## config.mk

```make
export PLATFORM = sky130hd
export DESIGN_NAME = dbuf_swap_ctrl
export DESIGN_NICKNAME = d
export VERILOG_FILES = /design/src/rtl/gfx_dbuf_pkg.sv /design/src/rtl/dbuf_addr_counter.sv /design/src/rtl/dbuf_swap_ctrl.sv
export SDC_FILE = /design/constraint.sdc
export NUM_CORES = 1
export LEC_CHECK = 0
export CAP_MARGIN = 15
export CORE_MARGIN = 2
export CORE_UTILIZATION = 47
export DETAILED_ROUTE_END_ITERATION = 10
export PLACE_DENSITY = 0.89
export RECOVER_POWER = 25
export SLEW_MARGIN = 30
export SYNTH_ARGS = -nofsm -noshare
export SYNTH_HDL_FRONTEND = slang
export SYNTH_SLANG_ARGS = --single-unit
export TNS_END_PERCENT = 30
```

## constraint.sdc

```tcl
create_clock -name clk -period 2.1 [get_ports clk]
set_clock_uncertainty 0.1 [all_clocks]
set_input_delay 0.315 -clock clk [delete_from_list [all_inputs] [get_ports clk]]
set_output_delay 0.315 -clock clk [all_outputs]
set_load 0.005 [all_outputs]
```

## src/rtl/gfx_dbuf_pkg.sv

```systemverilog
// gfx_dbuf_pkg: shared types and default sizes for the double-buffer
// swap controller.
//   dbuf_state_t : sequencer states (START, CLEAR, RENDER, WAIT_VGA)
//   DEF_*        : default frame size and bus widths (240x160 BGR555)
//   bgr555_t     : one pixel in BGR555 format
package gfx_dbuf_pkg;

  localparam int DEF_PIX_COUNT = 38400;
  localparam int DEF_ADDR_W    = 17;
  localparam int DEF_COLOR_W   = 15;

  typedef enum logic [1:0] {
    START    = 2'd0,
    CLEAR    = 2'd1,
    RENDER   = 2'd2,
    WAIT_VGA = 2'd3
  } dbuf_state_t;

  typedef logic [DEF_COLOR_W-1:0] bgr555_t;

endpackage

```

## src/rtl/dbuf_addr_counter.sv

```systemverilog
// dbuf_addr_counter: wrapping address counter for the backdrop clear.
// Ports:
//   clk, rst_b : clock, synchronous active-low reset
//   en         : advance by one (wraps to 0 after MAX)
//   clear      : synchronous clear to 0 (wins over en)
//   count      : current address
//   last       : count == MAX
module dbuf_addr_counter
  import gfx_dbuf_pkg::*;
#(
  parameter int ADDR_W = DEF_ADDR_W,
  parameter int MAX    = DEF_PIX_COUNT - 1
) (
  input  logic              clk,
  input  logic              rst_b,
  input  logic              en,
  input  logic              clear,
  output logic [ADDR_W-1:0] count,
  output logic              last
);

  localparam logic [ADDR_W-1:0] MAX_V = ADDR_W'(MAX);

  assign last = (count == MAX_V);

  always_ff @(posedge clk) begin
    if (!rst_b) begin
      count <= '0;
    end else if (clear) begin
      count <= '0;
    end else if (en) begin
      count <= last ? '0 : count + 1'b1;
    end
  end

endmodule

```

## src/rtl/dbuf_swap_ctrl.sv

```systemverilog
// dbuf_swap_ctrl: sequencer for the graphics-side port of the
// double-buffered frame store. Optionally clears the back buffer to a
// backdrop color, lets the renderer draw, then swaps buffers at the
// VGA frame end following the renderer's frame-done pulse.
//
// Optional build macro GFX_SWAP_WATCHDOG_EN: a third consecutive missed
// swap within one frame forces the swap and restarts the renderer.
//
// Ports:
//   clk, rst_b                   : clock, synchronous active-low reset
//   rend_valid/addr/color, ready : renderer pixel stream (valid/ready)
//   rend_frame_done              : renderer finished its frame (pulse)
//   render_go                    : renderer may start a frame (pulse)
//   vga_frame_end                : end of VGA active scan (pulse)
//   clear_en, backdrop           : backdrop clear control, sampled in START
//   buf_addr/din/we              : back-buffer write port (registered)
//   toggle                       : buffer select level
//   drop_cnt                     : saturating count of missed swaps
//   oob_err                      : sticky out-of-range renderer address
module dbuf_swap_ctrl
  import gfx_dbuf_pkg::*;
#(
  parameter int PIX_COUNT = DEF_PIX_COUNT,
  parameter int ADDR_W    = DEF_ADDR_W,
  parameter int COLOR_W   = DEF_COLOR_W
) (
  input  logic               clk,
  input  logic               rst_b,
  input  logic               rend_valid,
  input  logic [ADDR_W-1:0]  rend_addr,
  input  logic [COLOR_W-1:0] rend_color,
  output logic               rend_ready,
  input  logic               rend_frame_done,
  output logic               render_go,
  input  logic               vga_frame_end,
  input  logic               clear_en,
  input  logic [COLOR_W-1:0] backdrop,
  output logic [ADDR_W-1:0]  buf_addr,
  output logic [COLOR_W-1:0] buf_din,
  output logic               buf_we,
  output logic               toggle,
  output logic [7:0]         drop_cnt,
  output logic               oob_err
);

  localparam logic [ADDR_W-1:0] PIX_LIM = ADDR_W'(PIX_COUNT);

  dbuf_state_t        state, state_n;
  logic [COLOR_W-1:0] clr_color;
  logic [ADDR_W-1:0]  clr_addr;
  logic               clr_last;
  logic               cnt_en, cnt_clear;
  logic               swap, drop, forced;
`ifdef GFX_SWAP_WATCHDOG_EN
  logic [1:0]         miss_cnt;
`endif

  assign cnt_en    = (state == CLEAR);
  assign cnt_clear = (state == START);

  dbuf_addr_counter #(
    .ADDR_W (ADDR_W),
    .MAX    (PIX_COUNT - 1)
  ) u_clr_cnt (
    .clk   (clk),
    .rst_b (rst_b),
    .en    (cnt_en),
    .clear (cnt_clear),
    .count (clr_addr),
    .last  (clr_last)
  );

  always_comb begin
    // A frame end while the back buffer is still being produced is a
    // miss, unless frame-done lands in the same cycle (that is a swap).
    drop = vga_frame_end &&
           ((state == CLEAR) || ((state == RENDER) && !rend_frame_done));
`ifdef GFX_SWAP_WATCHDOG_EN
    forced = drop && (miss_cnt == 2'd2);
`else
    forced = 1'b0;
`endif
    swap = forced ||
           (vga_frame_end &&
            ((state == WAIT_VGA) || ((state == RENDER) && rend_frame_done)));

    state_n = state;
    case (state)
      START:    state_n = clear_en ? CLEAR : RENDER;
      CLEAR:    if (swap) state_n = START;
                else if (clr_last) state_n = RENDER;
      RENDER:   if (swap) state_n = START;
                else if (rend_frame_done) state_n = WAIT_VGA;
      WAIT_VGA: if (swap) state_n = START;
      default:  state_n = START;
    endcase
  end

  always_ff @(posedge clk) begin
    if (!rst_b) begin
      state      <= START;
      toggle     <= 1'b0;
      drop_cnt   <= 8'd0;
      oob_err    <= 1'b0;
      buf_we     <= 1'b0;
      buf_addr   <= '0;
      buf_din    <= '0;
      render_go  <= 1'b0;
      rend_ready <= 1'b0;
      clr_color  <= '0;
`ifdef GFX_SWAP_WATCHDOG_EN
      miss_cnt   <= 2'd0;
`endif
    end else begin
      state      <= state_n;
      // render_go marks the first cycle of every RENDER visit.
      render_go  <= (state_n == RENDER) && (state != RENDER);
      rend_ready <= (state_n == RENDER);
      buf_we     <= 1'b0;

      if ((state == START) && clear_en)
        clr_color <= backdrop;

      if (state == CLEAR) begin
        buf_we   <= 1'b1;
        buf_addr <= clr_addr;
        buf_din  <= clr_color;
      end else if ((state == RENDER) && rend_valid && rend_ready) begin
        if (rend_addr < PIX_LIM) begin
          buf_we   <= 1'b1;
          buf_addr <= rend_addr;
          buf_din  <= rend_color;
        end else begin
          oob_err <= 1'b1;
        end
      end

      if (swap)
        toggle <= ~toggle;

      if (drop && (drop_cnt != 8'hFF))
        drop_cnt <= drop_cnt + 8'd1;

`ifdef GFX_SWAP_WATCHDOG_EN
      if (state == START)
        miss_cnt <= 2'd0;
      else if (drop)
        miss_cnt <= miss_cnt + 2'd1;
`endif
    end
  end

endmodule
```

==> run_results.csv <==
group,metric,value,unit
status,outcome,"finished clean",
sta,fin_crit,1906,ps
clock_tree,numCtsBuffers,9,
critical_path,worstSetupEndpointType,"flop",
clock_tree,cts-root-buf,"clkbuf_8",
die,core,6869,um^2
finish,fin_cells,613,
critical_path,required,2280,ps
finish,final_common_cell,"a21oi_1",
drt,antenna_left,0,
clock_tree,clockBufferDepth,2,
sta,fmax,524.7,MHz
place,placed_cells,597,
synth,synthCells,419,
critical_path,cp.arrival,2080,ps
hold_path,holdPathEnd,"buf_din[12]$_SDFFE_PN0P_",
finish,insertedDiodeCount,0,
synth,syn_area_per_cell,8.078,um^2
drt,drt_wl_total,9.010,mm
drt,drc_errors,0,
finish,final_util,68.11,%
power_and_ir_drop,vdd_drop_max,0.0004481,V
finish,final_cell_mix,"89 x a21oi_1, 78 x dfxtp_1, 75 x nand2_1",
drt,first_pass_iters,4,
drt,viasPerCell,5.520,
synth,synth_cell_types,45,
clock_tree,clk_pin_slew,90,ps
hold_path,hold_path_depth,2,
place,dpl-instance-area,4492,um^2
run,maxCapViolCount,0,
critical_path,crit_path_start_kind,"flop",
drt,vias,3384,
die,die_w,88.86,um
synth,synth_ff_type,"dfxtp_1",
grt,antenna_found_initial,0,
synth,synth_edf_count,0,
sta,setup_viol,0,
die,ios,98,
clock_tree,cts.sinks,79,
clock_tree,cts_tree,"done",
die,initial_core_util,49.27,%
grt,grt_pass1_wl,14.76,mm
synth,yosysTopAreaCell,"dfxtp_1",
grt,grt_pass1_vias,3282,
hold_path,worstHoldStart,"buf_din[12]$_SDFFE_PN0P_",
power_and_ir_drop,p_leak,1.683,nW
clock_tree,h-tree-depth,3,
die,die_h,88.86,um
sta,grt_setup_unrepaired,"false",
sta,maxSlewHeadroom,63.05,%
place,dpl.hpwl,6.396,mm
synth,yosys_warnings,0,
sta,tightestPinTransition,550.5,ps
die,die-area,7896,um^2
synth,async_flop_share,0,%
sta,setup-tns-final,0,ps
place,numPortBuffers,97,
grt,grt_max_degree,39,
critical_path,cp_max_fo,6,
grt,gr-total-overflow,0,
critical_path,ff2ff_path_depth,5,
critical_path,path_class,"flop to flop",
finish,postLayoutCellArea,4678,um^2
synth,netlist_area,3384,um^2
die,rows,30,
grt,grt_usage,23.61,%
place,gp_congestion,0.8341,
critical_path,reg2reg_from,"u_clr_cnt.count[0]$_SDFFE_PP0P_",
finish,area_growth,38.23,%
synth,post_synth_main_area_contributors,"dfxtp_1 47%, a21oi_1 13%, nand2_1 8.3%, o21ai_0 6.2%, clkbuf_1 2.4%",
hold_path,hp-class,"flop to flop",
synth,ys_ff_latch,79,
drt,wl_per_cell,14.70,um
synth,synth_fp_nets,474,
critical_path,worstReg2RegEnd,"u_clr_cnt.count[16]$_SDFFE_PP0P_",
sta,fin_crit_sh,90.76,%
synth,synth_top_area_share,46.73,%
sta,slew_viol_final,0,
synth,synth_sequential_area_ratio,46.73,%
sta,hold_viol_final,0,
drt,drt_iter0_markers,220,
finish,final_nets,567,
finish,drive_gt1_share,7.544,%
clock_tree,worst_skew_pair.late_latency,340,ps
power_and_ir_drop,powerDensity,707.1,nW/um^2
critical_path,rrSetupSlack,190,ps
critical_path,critPathLaunch,"u_clr_cnt.count[0]$_SDFFE_PP0P_",
==> synth_stat cells (4+ instances only) <==
cell type and instances:
or3_1 6, xor2_1 9, inv_1 5, and4_1 4
nor3_1 5, or4_1 4, nand3_1 9, o21ai_0 42
nand2_1 75, clkbuf_1 22, buf_2 5, dfxtp_1 79
nand4_1 6, a21oi_1 89, nor2_1 16
==> critical path, cell delays in order (launching register included) <==
cell and delay, ps:
dfxtp_1 430, ha_1 230, and4b_1 250, nand3_2 170, or4_1 510, a21oi_1 140
==> layer usage <==
layer / share of wire, % / vias up / GRT usage, % / wire length, um
met3: 6.4 / 4 / 5.504 / 579
li1: - / 1674 / - / -
met5: 0 / - / 0 / 0
met1: 44 / 1588 / 30.50 / 3975
met4: 0.61 / 0 / 7.713 / 55
met2: 49 / 118 / 39.01 / 4399
==> registers in the layout, indices dropped and copies added (netlist names) <==
name,cells
u_clr_cnt.count,17
toggle,1
clr_color,15
rend_ready,1
buf_addr,17
render_go,1
oob_err,1
buf_we,1
buf_din,15
drop_cnt,8
state,2
==> per-stage QoR <==
stage	hold slack (ps)	total power [mW]	worst slack (ps)
5_1_grt	371.1	3.476	58.80
6_report	351.4	3.308	194.1
3_3_place_gp	338.9	2.289	76.24
4_1_cts	356.6	3.345	134.3
3_5_place_dp	343.6	2.310	20.41
2_1_floorplan	332.6	1.966	320.3
==> logic make-up (layout without fill, tap and decap cells) <==
kind of cell	after synthesis	count (layout)	synth area share (%)
and+or+nand+nor	138	138	19.48
buffers and inverters	35	133	4.399
adders and majority gates	2	2	0.7393
xor gates and xnor gates	10	10	2.588
muxes	1	1	0.2958
DFF	79	79	46.73
AOI/OAI and AO/OA	154	154	25.77
==> report_power, final <==
part           internal, mW  switching (mW)
registers              1.60          0.0663
clock network         0.452           0.600
logic                 0.310           0.276
==> what timing repair did <==
action / CTS / global route
gates resized for setup: 0 / 1
hold buffers: 0 / 0
setup endpoints to repair: 0 / 1
setup buffers: 0 / 0
==> final cells by class <==
cell class                      instances  area [um^2]
Inverter                                5        18.77
Fill cell                             537         2191
Clock buffer                            9        123.9
Timing Repair Buffer                  112         1109
Clock inverter                          7        61.31
Multi-Input combinational cell        305         1663
Sequential cell                        79         1583
Tap cell                               96        120.1
==> how the worst max path moves through the flow <==
stage                     slack [ps]  cells after the start                          endpoint
after floorplan                  320                      6          drop_cnt[2]$_SDFFE_PN0P_
after global placement            80                      5          drop_cnt[2]$_SDFFE_PN0P_
after detailed placement          20                      5          drop_cnt[4]$_SDFFE_PN0P_
after CTS                        130                      4          drop_cnt[7]$_SDFFE_PN0P_
after global routing              60                      5          drop_cnt[2]$_SDFFE_PN0P_
final                            190                      5  u_clr_cnt.count[16]$_SDFFE_PP0P_
No activity file was read; power rests on OpenSTA's default activity.
